$ cat config.mk
export PLATFORM = sky130hd
export DESIGN_NAME = ifu_fetch_flat
export DESIGN_NICKNAME = d
export VERILOG_FILES = /design/src/rtl/ifu_fetch_if.sv /design/src/rtl/ifu_fetch.sv /design/src/flat_wrapper.sv
export SDC_FILE = /design/constraint.sdc
export NUM_CORES = 1
export LEC_CHECK = 0
export BUFFER_PORTS_ARGS = -buffer_cell sky130_fd_sc_hd__clkbuf_2
export CORE_MARGIN = 3
export CORE_UTILIZATION = 50
export DETAILED_ROUTE_END_ITERATION = 12
export PLACE_DENSITY = 0.89
export SLEW_MARGIN = 20
export SYNTH_ARGS = -nofsm -noshare
export SYNTH_HDL_FRONTEND = slang
export SYNTH_SLANG_ARGS = --single-unit
$ cat constraint.sdc
create_clock -name clk_i -period 3.3 [get_ports clk_i]
set_input_delay 0.165 -clock clk_i [delete_from_list [all_inputs] [get_ports clk_i]]
set_output_delay 0.165 -clock clk_i [all_outputs]
set_load 0.05 [all_outputs]
$ cat src/rtl/ifu_fetch_if.sv
`default_nettype none
// ============================================================================
// Module      : ifu_fetch_if
// Description : Bundles the fetch stage's two handshake channels.
//               - Instruction-memory channel: a valid/ready request carrying
//                 the fetch address, and a one-cycle response pulse carrying
//                 the instruction word and a bus-error flag.
//               - Decode-facing channel: the held instruction and its PC,
//                 a retire handshake, and the next PC to load on retire.
//               Modport "master" is the fetch unit; "slave" is the
//               environment (memory system plus decode/next-PC logic).
// Revision    : 1.0 - initial release
// ============================================================================
interface ifu_fetch_if #(
  parameter int PC_WIDTH   = 32,
  parameter int INST_WIDTH = 32
);

  // Instruction-memory request channel
  logic                  imem_req_valid_o;
  logic                  imem_req_ready_i;
  logic [PC_WIDTH-1:0]   imem_req_addr_o;

  // Instruction-memory response channel (single-cycle pulse)
  logic                  imem_rsp_valid_i;
  logic [INST_WIDTH-1:0] imem_rsp_data_i;
  logic                  imem_rsp_err_i;

  // Decode/execute channel
  logic                  inst_valid_o;
  logic                  inst_ready_i;
  logic [INST_WIDTH-1:0] inst_o;
  logic [PC_WIDTH-1:0]   pc_o;
  logic [PC_WIDTH-1:0]   pc_next_i;

  // Fetch unit side
  modport master (
    output imem_req_valid_o,
    input  imem_req_ready_i,
    output imem_req_addr_o,
    input  imem_rsp_valid_i,
    input  imem_rsp_data_i,
    input  imem_rsp_err_i,
    output inst_valid_o,
    input  inst_ready_i,
    output inst_o,
    output pc_o,
    input  pc_next_i
  );

  // Memory system and downstream pipeline side
  modport slave (
    input  imem_req_valid_o,
    output imem_req_ready_i,
    input  imem_req_addr_o,
    output imem_rsp_valid_i,
    output imem_rsp_data_i,
    output imem_rsp_err_i,
    input  inst_valid_o,
    output inst_ready_i,
    input  inst_o,
    input  pc_o,
    output pc_next_i
  );

endinterface : ifu_fetch_if
`default_nettype wire

$ cat src/rtl/ifu_fetch.sv
`default_nettype none
// ============================================================================
// Module      : ifu_fetch
// Description : Instruction fetch stage. Owns the architectural PC, issues
//               one instruction-memory request per instruction, holds the
//               returned instruction for decode, and on retirement loads the
//               PC from the downstream next-PC generator. Faults (bus error
//               on the response, misaligned next PC) park the unit in a
//               halted state that only reset leaves.
//
// Ports       :
//   clk_i          in   clock, all state updates on the rising edge
//   rst_n_i        in   asynchronous active-low reset
//   bus            ifc  ifu_fetch_if.master
//                       imem_req_valid_o/ready_i/addr_o  fetch request
//                       imem_rsp_valid_i/data_i/err_i    fetch response
//                       inst_valid_o/ready_i/inst_o/pc_o held instruction
//                       pc_next_i                        next PC on retire
//   halted_o       out  fetch is halted on a fault
//   fault_cause_o  out  0 none, 1 bus error, 2 misaligned next PC (sticky)
//   retired_cnt_o  out  retired-instruction counter, wraps
//
// Revision    : 1.0 - initial release
// ============================================================================
module ifu_fetch #(
  parameter int                  PC_WIDTH   = 32,
  parameter int                  INST_WIDTH = 32,
  parameter logic [PC_WIDTH-1:0] RESET_PC   = 32'h8000_0000,
  parameter int                  CNT_WIDTH  = 32
) (
  input  wire logic                 clk_i,
  input  wire logic                 rst_n_i,
  ifu_fetch_if.master               bus,
  output logic                      halted_o,
  output logic [1:0]                fault_cause_o,
  output logic [CNT_WIDTH-1:0]      retired_cnt_o
);

  // --------------------------------------------------------------------------
  // Constants
  // --------------------------------------------------------------------------
  localparam logic [1:0] C_CAUSE_NONE     = 2'd0;
  localparam logic [1:0] C_CAUSE_BUS_ERR  = 2'd1;
  localparam logic [1:0] C_CAUSE_MISALIGN = 2'd2;

  localparam logic [CNT_WIDTH-1:0] C_CNT_ONE = CNT_WIDTH'(1);

  // --------------------------------------------------------------------------
  // State encoding
  //   S_REQ   : request outstanding on the bus (valid held until accepted)
  //   S_WAIT  : request accepted, waiting for the response pulse
  //   S_VALID : instruction presented to decode until retired
  //   S_HALT  : fault taken; terminal until reset
  // --------------------------------------------------------------------------
  typedef enum logic [1:0] {
    S_REQ   = 2'd0,
    S_WAIT  = 2'd1,
    S_VALID = 2'd2,
    S_HALT  = 2'd3
  } state_t;

  state_t                  r_state;
  state_t                  w_state_nxt;

  // Architectural and held-instruction state
  logic [PC_WIDTH-1:0]     r_pc;
  logic [INST_WIDTH-1:0]   r_inst;
  logic [1:0]              r_cause;
  logic [CNT_WIDTH-1:0]    r_cnt;

  // Decoded per-cycle actions from the FSM
  logic                    w_req_valid;
  logic                    w_inst_valid;
  logic                    w_halted;
  logic                    w_rsp_take;     // capture response this cycle
  logic                    w_retire;       // instruction retires this cycle
  logic                    w_misaligned;   // next PC not word aligned

  // Only the two low bits matter: instructions are 32-bit aligned.
  assign w_misaligned = (bus.pc_next_i[1:0] != 2'b00);

  // --------------------------------------------------------------------------
  // FSM state register
  // --------------------------------------------------------------------------
  always_ff @(posedge clk_i or negedge rst_n_i) begin
    if (!rst_n_i) begin
      r_state <= S_REQ;
    end else begin
      r_state <= w_state_nxt;
    end
  end

  // --------------------------------------------------------------------------
  // FSM next-state and output decode
  //   Handshake inputs are only looked at in the state that owns them, so a
  //   stray response (e.g. one left over from before a reset) or an early
  //   retire strobe has no effect anywhere else.
  // --------------------------------------------------------------------------
  always_comb begin
    w_state_nxt  = r_state;
    w_req_valid  = 1'b0;
    w_inst_valid = 1'b0;
    w_halted     = 1'b0;
    w_rsp_take   = 1'b0;
    w_retire     = 1'b0;

    case (r_state)
      S_REQ: begin
        w_req_valid = 1'b1;
        if (bus.imem_req_ready_i) begin
          w_state_nxt = S_WAIT;
        end
      end

      S_WAIT: begin
        // Being in WAIT already implies the acceptance edge has passed, so
        // a response can never be consumed in its own acceptance cycle.
        if (bus.imem_rsp_valid_i) begin
          w_rsp_take = 1'b1;
          if (bus.imem_rsp_err_i) begin
            w_state_nxt = S_HALT;
          end else begin
            w_state_nxt = S_VALID;
          end
        end
      end

      S_VALID: begin
        w_inst_valid = 1'b1;
        if (bus.inst_ready_i) begin
          w_retire = 1'b1;
          if (w_misaligned) begin
            w_state_nxt = S_HALT;
          end else begin
            w_state_nxt = S_REQ;
          end
        end
      end

      S_HALT: begin
        w_halted = 1'b1;
      end

      default: begin
        w_state_nxt = S_REQ;
      end
    endcase
  end

  // --------------------------------------------------------------------------
  // Datapath registers
  //   - inst is captured on every accepted response, including an erroring
  //     one, so the faulting word is visible while halted.
  //   - A retire always counts, even when the next PC then faults: the
  //     instruction itself completed; only the redirect is refused.
  //   - On a misaligned redirect the PC is left alone so pc_o still names
  //     the instruction that produced the bad target.
  // --------------------------------------------------------------------------
  always_ff @(posedge clk_i or negedge rst_n_i) begin
    if (!rst_n_i) begin
      r_pc    <= RESET_PC;
      r_inst  <= '0;
      r_cause <= C_CAUSE_NONE;
      r_cnt   <= '0;
    end else begin
      if (w_rsp_take) begin
        r_inst <= bus.imem_rsp_data_i;
        if (bus.imem_rsp_err_i) begin
          r_cause <= C_CAUSE_BUS_ERR;
        end
      end

      if (w_retire) begin
        r_cnt <= r_cnt + C_CNT_ONE;
        if (w_misaligned) begin
          r_cause <= C_CAUSE_MISALIGN;
        end else begin
          r_pc <= bus.pc_next_i;
        end
      end
    end
  end

  // --------------------------------------------------------------------------
  // Outputs
  //   The request address is the PC register itself, so it is stable for as
  //   long as valid is held waiting for ready.
  // --------------------------------------------------------------------------
  assign bus.imem_req_valid_o = w_req_valid;
  assign bus.imem_req_addr_o  = r_pc;
  assign bus.inst_valid_o     = w_inst_valid;
  assign bus.inst_o           = r_inst;
  assign bus.pc_o             = r_pc;

  assign halted_o      = w_halted;
  assign fault_cause_o = r_cause;
  assign retired_cnt_o = r_cnt;

endmodule : ifu_fetch
`default_nettype wire

$ cat src/flat_wrapper.sv
// flat-port wrapper written by rule: the top's interface ports become plain ports
module ifu_fetch_flat 
#(
  parameter int                  PC_WIDTH   = 32,
  parameter int                  INST_WIDTH = 32,
  parameter logic [PC_WIDTH-1:0] RESET_PC   = 32'h8000_0000,
  parameter int                  CNT_WIDTH  = 32
)
  (clk_i, rst_n_i, halted_o, fault_cause_o, retired_cnt_o, bus_imem_req_valid_o, bus_imem_req_ready_i, bus_imem_req_addr_o, bus_imem_rsp_valid_i, bus_imem_rsp_data_i, bus_imem_rsp_err_i, bus_inst_valid_o, bus_inst_ready_i, bus_inst_o, bus_pc_o, bus_pc_next_i);
  ifu_fetch_if #(.PC_WIDTH(PC_WIDTH), .INST_WIDTH(INST_WIDTH)) bus_i ();
  input  wire logic clk_i;
  input  wire logic rst_n_i;
  output logic halted_o;
  output logic [1:0] fault_cause_o;
  output logic [CNT_WIDTH-1:0] retired_cnt_o;
  output wire logic [$bits(bus_i.imem_req_valid_o)-1:0] bus_imem_req_valid_o;
  input wire logic [$bits(bus_i.imem_req_ready_i)-1:0] bus_imem_req_ready_i;
  output wire logic [$bits(bus_i.imem_req_addr_o)-1:0] bus_imem_req_addr_o;
  input wire logic [$bits(bus_i.imem_rsp_valid_i)-1:0] bus_imem_rsp_valid_i;
  input wire logic [$bits(bus_i.imem_rsp_data_i)-1:0] bus_imem_rsp_data_i;
  input wire logic [$bits(bus_i.imem_rsp_err_i)-1:0] bus_imem_rsp_err_i;
  output wire logic [$bits(bus_i.inst_valid_o)-1:0] bus_inst_valid_o;
  input wire logic [$bits(bus_i.inst_ready_i)-1:0] bus_inst_ready_i;
  output wire logic [$bits(bus_i.inst_o)-1:0] bus_inst_o;
  output wire logic [$bits(bus_i.pc_o)-1:0] bus_pc_o;
  input wire logic [$bits(bus_i.pc_next_i)-1:0] bus_pc_next_i;
  assign bus_imem_req_valid_o = bus_i.imem_req_valid_o;
  assign bus_i.imem_req_ready_i = bus_imem_req_ready_i;
  assign bus_imem_req_addr_o = bus_i.imem_req_addr_o;
  assign bus_i.imem_rsp_valid_i = bus_imem_rsp_valid_i;
  assign bus_i.imem_rsp_data_i = bus_imem_rsp_data_i;
  assign bus_i.imem_rsp_err_i = bus_imem_rsp_err_i;
  assign bus_inst_valid_o = bus_i.inst_valid_o;
  assign bus_i.inst_ready_i = bus_inst_ready_i;
  assign bus_inst_o = bus_i.inst_o;
  assign bus_pc_o = bus_i.pc_o;
  assign bus_i.pc_next_i = bus_pc_next_i;
  ifu_fetch #(.PC_WIDTH(PC_WIDTH), .INST_WIDTH(INST_WIDTH), .RESET_PC(RESET_PC), .CNT_WIDTH(CNT_WIDTH)) u_core (.clk_i(clk_i), .rst_n_i(rst_n_i), .bus(bus_i), .halted_o(halted_o), .fault_cause_o(fault_cause_o), .retired_cnt_o(retired_cnt_o));
endmodule
==> impl_results.md, run 1 <==
- HP Class: input pin to flop
- Gp weighted congestion: 0.772
- Main combinational cell family by area after synthesis: multiplexers
- Initial antenna violation count: 0
- First drt pass iteration count: 4
- Cts repair resizes: 0
- Clk Tree Root Cell: clkbuf_8
- Detailed Route WL: 9260 um
- PD cells: 377 mW/mm^2
- CTS buffer count: 9
- Worst VDD drop: 232 uV
- Static Leak: 3.09 nW
- I/O pin count: 203
- Die height: 98.6 um
- Max Freq: 467 MHz
- Drt via density: 4.97
- Outcome: completed
- Core Region: 0.00826 sq mm
- CP startpoint: u_core.r_state[0]
- Startpoint types: flop
- Cell variety after synth: 32
- Clock period minus worst slack: 2.14 ns
- Slew headroom: 58.7%
- Avg Cell Area, Syn: 13.7 sq um
- CTS H-tree depth: 3
- Mux cell area share after synthesis: 16.8%
- Compound-Gate Fraction of Synth Area: 1.40%
- Row count: 33
- GRT overflow: 0
- Adder-Cell Fraction of Synth Area: 1.46%
- Synth warn: 0
- Die area: 0.00971 sq mm
- Req. time, crit path: 3.55 ns
- Final setup vio count: 0
- Clock transition at path regs: 0.10 ns
- Clock buffer depth: 2
- Clock Skews: 0.0155 ns
- Initial drt markers: 51
- RSZ-0062 raised after global routing: no
- Number of global-route vias before repair: 3092
- Max-Cap Viols: 0
- Syn Nets: 387
- Syn Inst Count: 312
- Fin Setup TNS: 0 ns
- Vias: 2994
- Period utilization: 64.9%
- # diodes: 0
- Area after DPL: 0.00520 sq mm
- Reg-to-reg startpoint: u_core.r_state[0]
- CTS tree: yes
- First-pass GRT wire length: 15200 um
- CP endpoint kind: flop
- Area Overhead vs Synth: 26.1%
- Post-synthesis sequential area ratio: 58.5%
- Routed WL per cell: 15.4 um
- R2r setup slk: 1.16 ns
- Worst Setup EP: u_core.retired_cnt_o[17]
- Worst R2R Path Depth: 6
- FF-to-FF End: u_core.retired_cnt_o[17]
- Dpl hpwl: 7260 um
- Worst-Margin Slew: 0.616 ns
- Layout cell share with drive strength beyond 1: 58.8%
- Synth Cell Area: 0.00428 sq mm
- Synth Area in Simple Gates: 8.79%
- CP Max Fanout: 10
- Clock sinks: 100
- Filler cells: 656
- NumNets Final: 567
- Largest net degree at the start of global routing: 52
- Synth Area in XOR/XNOR: 6.34%
- Post-route cell area: 0.00540 sq mm
- Port buffer count: 202
- Pwr Total: 2.04 mW
- Final antenna-violating net count: 0
- GRT Util Overall: 19.3%
- Clk_lat worst skew: 0.36 ns
- WS Path Type: flop to flop
- DRC errors left: 0
- Slew Viols, Final: 0
- Arrival time worst endpoint: 2.39 ns
- Hold Fails Final Rpt: 0
- Die width: 98.6 um
- Synthesis-stage register bit count: 100
- Initial Util: 51.9%
- Final core occ: 65.4%
==> cells in the final DEF (no fill, tap or decap), types with 3 or more instances in the layout <==
cell type / Yosys / final
clkbuf_2: 0 / 201
xnor2_1: 27 / 27
dfrtp_1: 99 / 99
clkbuf_8: 0 / 10
mux2_2: 61 / 61
buf_4: 32 / 5
nand4_1: 12 / 12
o21ai_0: 3 / 3
nand3_1: 14 / 14
nor2_1: 4 / 4
and3_1: 4 / 4
xor2_1: 4 / 4
inv_1: 6 / 6
ha_1: 5 / 5
nand2_1: 13 / 13
nor4_4: 3 / 3
==> layout make-up <==
cell class              instances  area, sq um  area share [%]
clock buffers                  10          138            2.55
multi-input cells             168         1500            27.7
flip-flops and latches        100         2500            46.4
clock inverters                 6         55.1            1.02
well taps                     105          131            2.43
inverters                       6         22.5           0.417
repair buffers                207         1050            19.5
==> stage by stage <==
stage | hold slack [ns] | setup WS [ns] | cells
after detailed placement | 0.229 | 1.13 | 585
after CTS | 0.00798 | 1.12 | 602
after floorplan | -0.131 | 1.05 | 312
final | 0.0264 | 1.16 | 602
after global placement | 0.212 | 1.30 | 585
after global routing | 0.00844 | 0.983 | 602
==> Yosys cell counts, drive strengths merged <==
| master | instances | area, sq um |
|---|---|---|
| nand3 | 14 | 70.1 |
| inv | 6 | 22.5 |
| nor4 | 3 | 63.8 |
| nor3 | 2 | 15.0 |
| dfrtp | 99 | 2480 |
| and3 | 4 | 25.0 |
| nor3b | 1 | 7.51 |
| and4 | 2 | 18.8 |
| nor2 | 4 | 15.0 |
| a21oi | 1 | 5.00 |
| o21ai | 3 | 15.0 |
| a22o | 1 | 10.0 |
| a31oi | 1 | 6.26 |
| o21a | 1 | 7.51 |
| mux2 | 63 | 709 |
| ha | 5 | 62.6 |
| xnor2 | 27 | 236 |
| nand4 | 14 | 100 |
| xor2 | 4 | 35.0 |
| dfstp | 1 | 26.3 |
| mux2i | 1 | 10.0 |
| nand2 | 13 | 48.8 |
| o211ai | 1 | 7.51 |
| a221oi | 1 | 8.76 |
| nor2b | 2 | 12.5 |
| buf | 38 | 267 |
==> kinds of logic (layout without fill, tap and decap cells) <==
group                      Yosys count  in the layout
muxes                               64             64
buffers and inverters               44            229
xor gates and xnor gates            31             31
adders and majority gates            5              5
DFF                                100            100
and+or+nand+nor                     59             59
AOI/OAI and AO/OA                    9              9
==> power breakdown <==
| group | switching (mW) | total (mW) | internal, mW | leakage [nW] |
|---|---|---|---|---|
| combinational | 0.0368 | 0.0688 | 0.0320 | 1.62 |
| sequential | 0 | 1.22 | 1.22 | 1.38 |
| clock | 0.435 | 0.743 | 0.308 | 0.0925 |
| total | 0.472 | 2.04 | 1.56 | 3.09 |
==> state kept, by name, summed over array words and instances, names as in the netlist <==
name                        cells
u_core.fault_cause_o            2
u_core.r_state                  2
u_core.bus.imem_req_addr_o     32
u_core.retired_cnt_o           32
u_core.bus.inst_o              32
==> worst min-delay path by stage <==
stage                                        from                        endpoint  slack (ns)  cells after the start
after floorplan                           rst_n_i   u_core.bus.imem_req_addr_o[0]       -0.13                      0
after global placement                    rst_n_i        u_core.retired_cnt_o[23]        0.21                      1
after detailed placement                  rst_n_i        u_core.retired_cnt_o[23]        0.23                      1
after CTS                       bus_pc_next_i[30]  u_core.bus.imem_req_addr_o[30]       0.008                      2
after global routing      bus_imem_rsp_data_i[23]           u_core.bus.inst_o[23]       0.008                      2
final                      bus_imem_rsp_data_i[8]            u_core.bus.inst_o[8]        0.03                      2
==> repair_timing <==
action	in CTS	in global routing
setup buffers	0	0
endpoints found under the setup margin	0	0
hold buffers	1	0
endpoints found under the hold margin	49	0
==> critical path, stage by stage (launching register included) <==
cell and delay (ns):
dfrtp_1 0.41, inv_1 0.10, ha_1 0.29, nand4_2 0.20, nor4_4 0.64, nand4_1 0.21
xnor2_1 0.18
==> per-layer routing <==
layer	routed length (um)	vias to the layer above	track usage (%)
met4	108	0	5.78
met5	0	-	0
met1	3540	1446	22.4
met2	4870	127	34.5
li1	-	1413	-
met3	740	8	5.94
No activity file was read; power rests on OpenSTA's default activity.
==> run 2, diff against run 1 <==
--- a/config.mk
+++ b/config.mk
@@ -7,9 +7,9 @@
 export LEC_CHECK = 0
 export BUFFER_PORTS_ARGS = -buffer_cell sky130_fd_sc_hd__clkbuf_2
 export CORE_MARGIN = 3
-export CORE_UTILIZATION = 50
+export CORE_UTILIZATION = 42
 export DETAILED_ROUTE_END_ITERATION = 12
-export PLACE_DENSITY = 0.89
+export PLACE_DENSITY = 0.8
 export SLEW_MARGIN = 20
 export SYNTH_ARGS = -nofsm -noshare
 export SYNTH_HDL_FRONTEND = slang
==> constraint.sdc (replaced) <==
create_clock -name clk_i -period 1.9 [get_ports clk_i]
set_input_delay 0.095 -clock clk_i [delete_from_list [all_inputs] [get_ports clk_i]]
set_output_delay 0.095 -clock clk_i [all_outputs]
set_load 0.05 [all_outputs]
==> run 2 against run 1 <==
Effect of this change: global-route usage down 0.44 points; power up 91%; fmax up 19%; sequential share of layout area down 6.1 points; highest routed layer unchanged.
==> impl_results.md, run 2 (synthesized netlist as in run 1, its figures left out) <==
- Outcome: completed
- Clock buffer depth: 2 (unchanged)
- Worst VDD drop: 434 uV (+87%)
- Initial antenna violation count: 0 (unchanged)
- Number of global-route vias before repair: 3505 (+13%)
- Arrival time worst endpoint: 2.05 ns (-0.34 ns)
- Fin Setup TNS: 0 ns (unchanged)
- Die width: 107 um (+8.6%)
- GRT Util Overall: 18.9% (-0.44 points)
- Max-Cap Viols: 0 (unchanged)
- GRT overflow: 0 (unchanged)
- CP Max Fanout: 16 (+6)
- RSZ-0062 raised after global routing: no
- Area after DPL: 0.00532 sq mm (+2.3%)
- Gp weighted congestion: 0.752 (-2.6%)
- CTS tree: yes
- Post-route cell area: 0.00622 sq mm (+15%)
- I/O pin count: 203 (unchanged)
- Period utilization: 94.7% (+30 points)
- Dpl cells: 616 (+5.3%)
- First-pass GRT wire length: 17000 um (+12%)
- Clock transition at path regs: 0.10 ns (about the same)
- Final antenna-violating net count: 0 (unchanged)
- Slew headroom: 62.2% (+3.6 points)
- PD cells: 625 mW/mm^2 (+66%)
- # diodes: 0 (unchanged)
- NumNets Final: 634 (+12%)
- Detailed Route WL: 10800 um (+16%)
- Clock Skews: 0.0108 ns (-0.00470 ns)
- Die height: 107 um (+8.6%)
- Clock sinks: 100 (unchanged)
- Die area: 0.0114 sq mm (+18%)
- Port buffer count: 202 (unchanged)
- Area Overhead vs Synth: 45.2%
- CP endpoint kind: flop
- Filler cells: 724 (+10%)
- Min Hold Slack: 0.0396 ns (+0.0132 ns)
- Commonest non-fill, non-tap cells in the layout: clkbuf_2 (201), dfrtp_1 (97), dlygate4sd3_1 (63), mux2_2 (61), xnor2_1 (27)
- CTS H-tree depth: 3 (unchanged)
- Clock period minus worst slack: 1.80 ns (-0.343 ns)
- Clk_lat worst skew: 0.35 ns (about the same)
- Core Region: 0.00986 sq mm (+19%)
- Static Leak: 3.43 nW (+11%)
- DRC errors left: 0 (unchanged)
- Worst-Margin Slew: 0.567 ns (-0.0488 ns)
- Initial drt markers: 139 (+170%)
- Max Freq: 556 MHz (+19%)
- Multi-input logic area: 0.00152 sq mm (+1.6%)
- Dpl hpwl: 7310 um (+0.64%)
- Clk Tree Root Cell: clkbuf_8
- WS Path Type: flop to flop
- Req. time, crit path: 2.15 ns (-1.40 ns)
- HP Class: input pin to flop
- Hold Fails Final Rpt: 0 (unchanged)
- Drt via density: 4.75 (-4.5%)
- Layout cell share with drive strength beyond 1: 53.5% (-5.2 points)
- Startpoint types: flop
- Largest net degree at the start of global routing: 45 (-13%)
- Initial Util: 43.4% (-8.4 points)
- Slew Viols, Final: 0 (unchanged)
- Area occupied by registers: 0.00251 sq mm (about the same)
- Commonest non-fill, non-tap cell in the layout: clkbuf_2
- Vias: 3312 (+11%)
- Routed WL per cell: 15.5 um (+0.62%)
- Fin cells: 697 (+16%)
- First drt pass iteration count: 4 (unchanged)
- Final setup vio count: 0 (unchanged)
- CTS buffer count: 9 (unchanged)
- Row count: 36 (+9.1%)
[run 2: worst max-delay path, cell delays in order, from the launching register on]
cell and delay (ns):
dfrtp_1 0.43, inv_2 0.10, ha_4 0.18, nand2_2 0.11, nor3_4 0.16, buf_4 0.17, clkbuf_16 0.19, mux2_2 0.34
[run 2: where the power goes]
| group | internal [mW] | switching (mW) | total, mW |
|---|---|---|---|
| clock network | 0.792 | 0.738 | 1.53 |
| logic | 0.141 | 0.0874 | 0.228 |
| registers | 2.13 | 0 | 2.13 |
[run 2: final cells by class]
| cell class | instances | area share, % |
|---|---|---|
| clock inverter | 6 | 1.55 |
| inverter | 6 | 0.362 |
| tap | 133 | 2.68 |
| timing repair buffer | 274 | 28.5 |
| clock buffer | 10 | 2.21 |
| multi-input combinational | 168 | 24.4 |
| sequential | 100 | 40.3 |
[run 2: path summary, 6_finish.rpt]
path	start	to	slack (ns)	depth (start not counted)
max in group asynchronous	rst_n_i	u_core.bus.imem_req_addr_o[31]	0.96	3
hold / removal	bus_imem_rsp_err_i	u_core.fault_cause_o[0]	0.04	3
min in group asynchronous	rst_n_i	u_core.r_state[0]	0.27	2
setup reg to reg	u_core.r_state[0]	u_core.bus.imem_req_addr_o[7]	0.10	7
setup / recovery	u_core.r_state[0]	u_core.bus.imem_req_addr_o[7]	0.10	7
hold reg to reg	u_core.retired_cnt_o[20]	u_core.retired_cnt_o[20]	0.50	1
[run 2: what timing repair did]
action / 4_1_cts / 5_1_grt
endpoints found under the hold margin: 102 / 0
buffers inserted: 0 / 1
gates resized for setup: 0 / 3
hold buffers: 63 / 0
endpoints found under the setup margin: 0 / 31
[run 2: routing by layer]
| metal | global-route usage (%) | share of wire [%] | up-vias |
|---|---|---|---|
| met2 | 35.3 | 54 | 138 |
| met1 | 20.0 | 37 | 1606 |
| met3 | 5.18 | 6.9 | 20 |
| li1 | - | - | 1548 |
| met4 | 7.49 | 2.4 | 0 |
| met5 | 0 | 0 | - |
[run 2: metrics by stage]
stage | setup slack, ns | total power, mW | util (%)
finish | 0.101 | 3.88 | 63.1
global route | 0.0163 | 4.05 | 63.1
CTS | 0.0227 | 3.94 | 62.7
detailed placement | 0.0685 | 2.29 | 53.9
global placement | 0.163 | 2.29 | 53.9
floorplan | 0.0156 | 2.17 | -
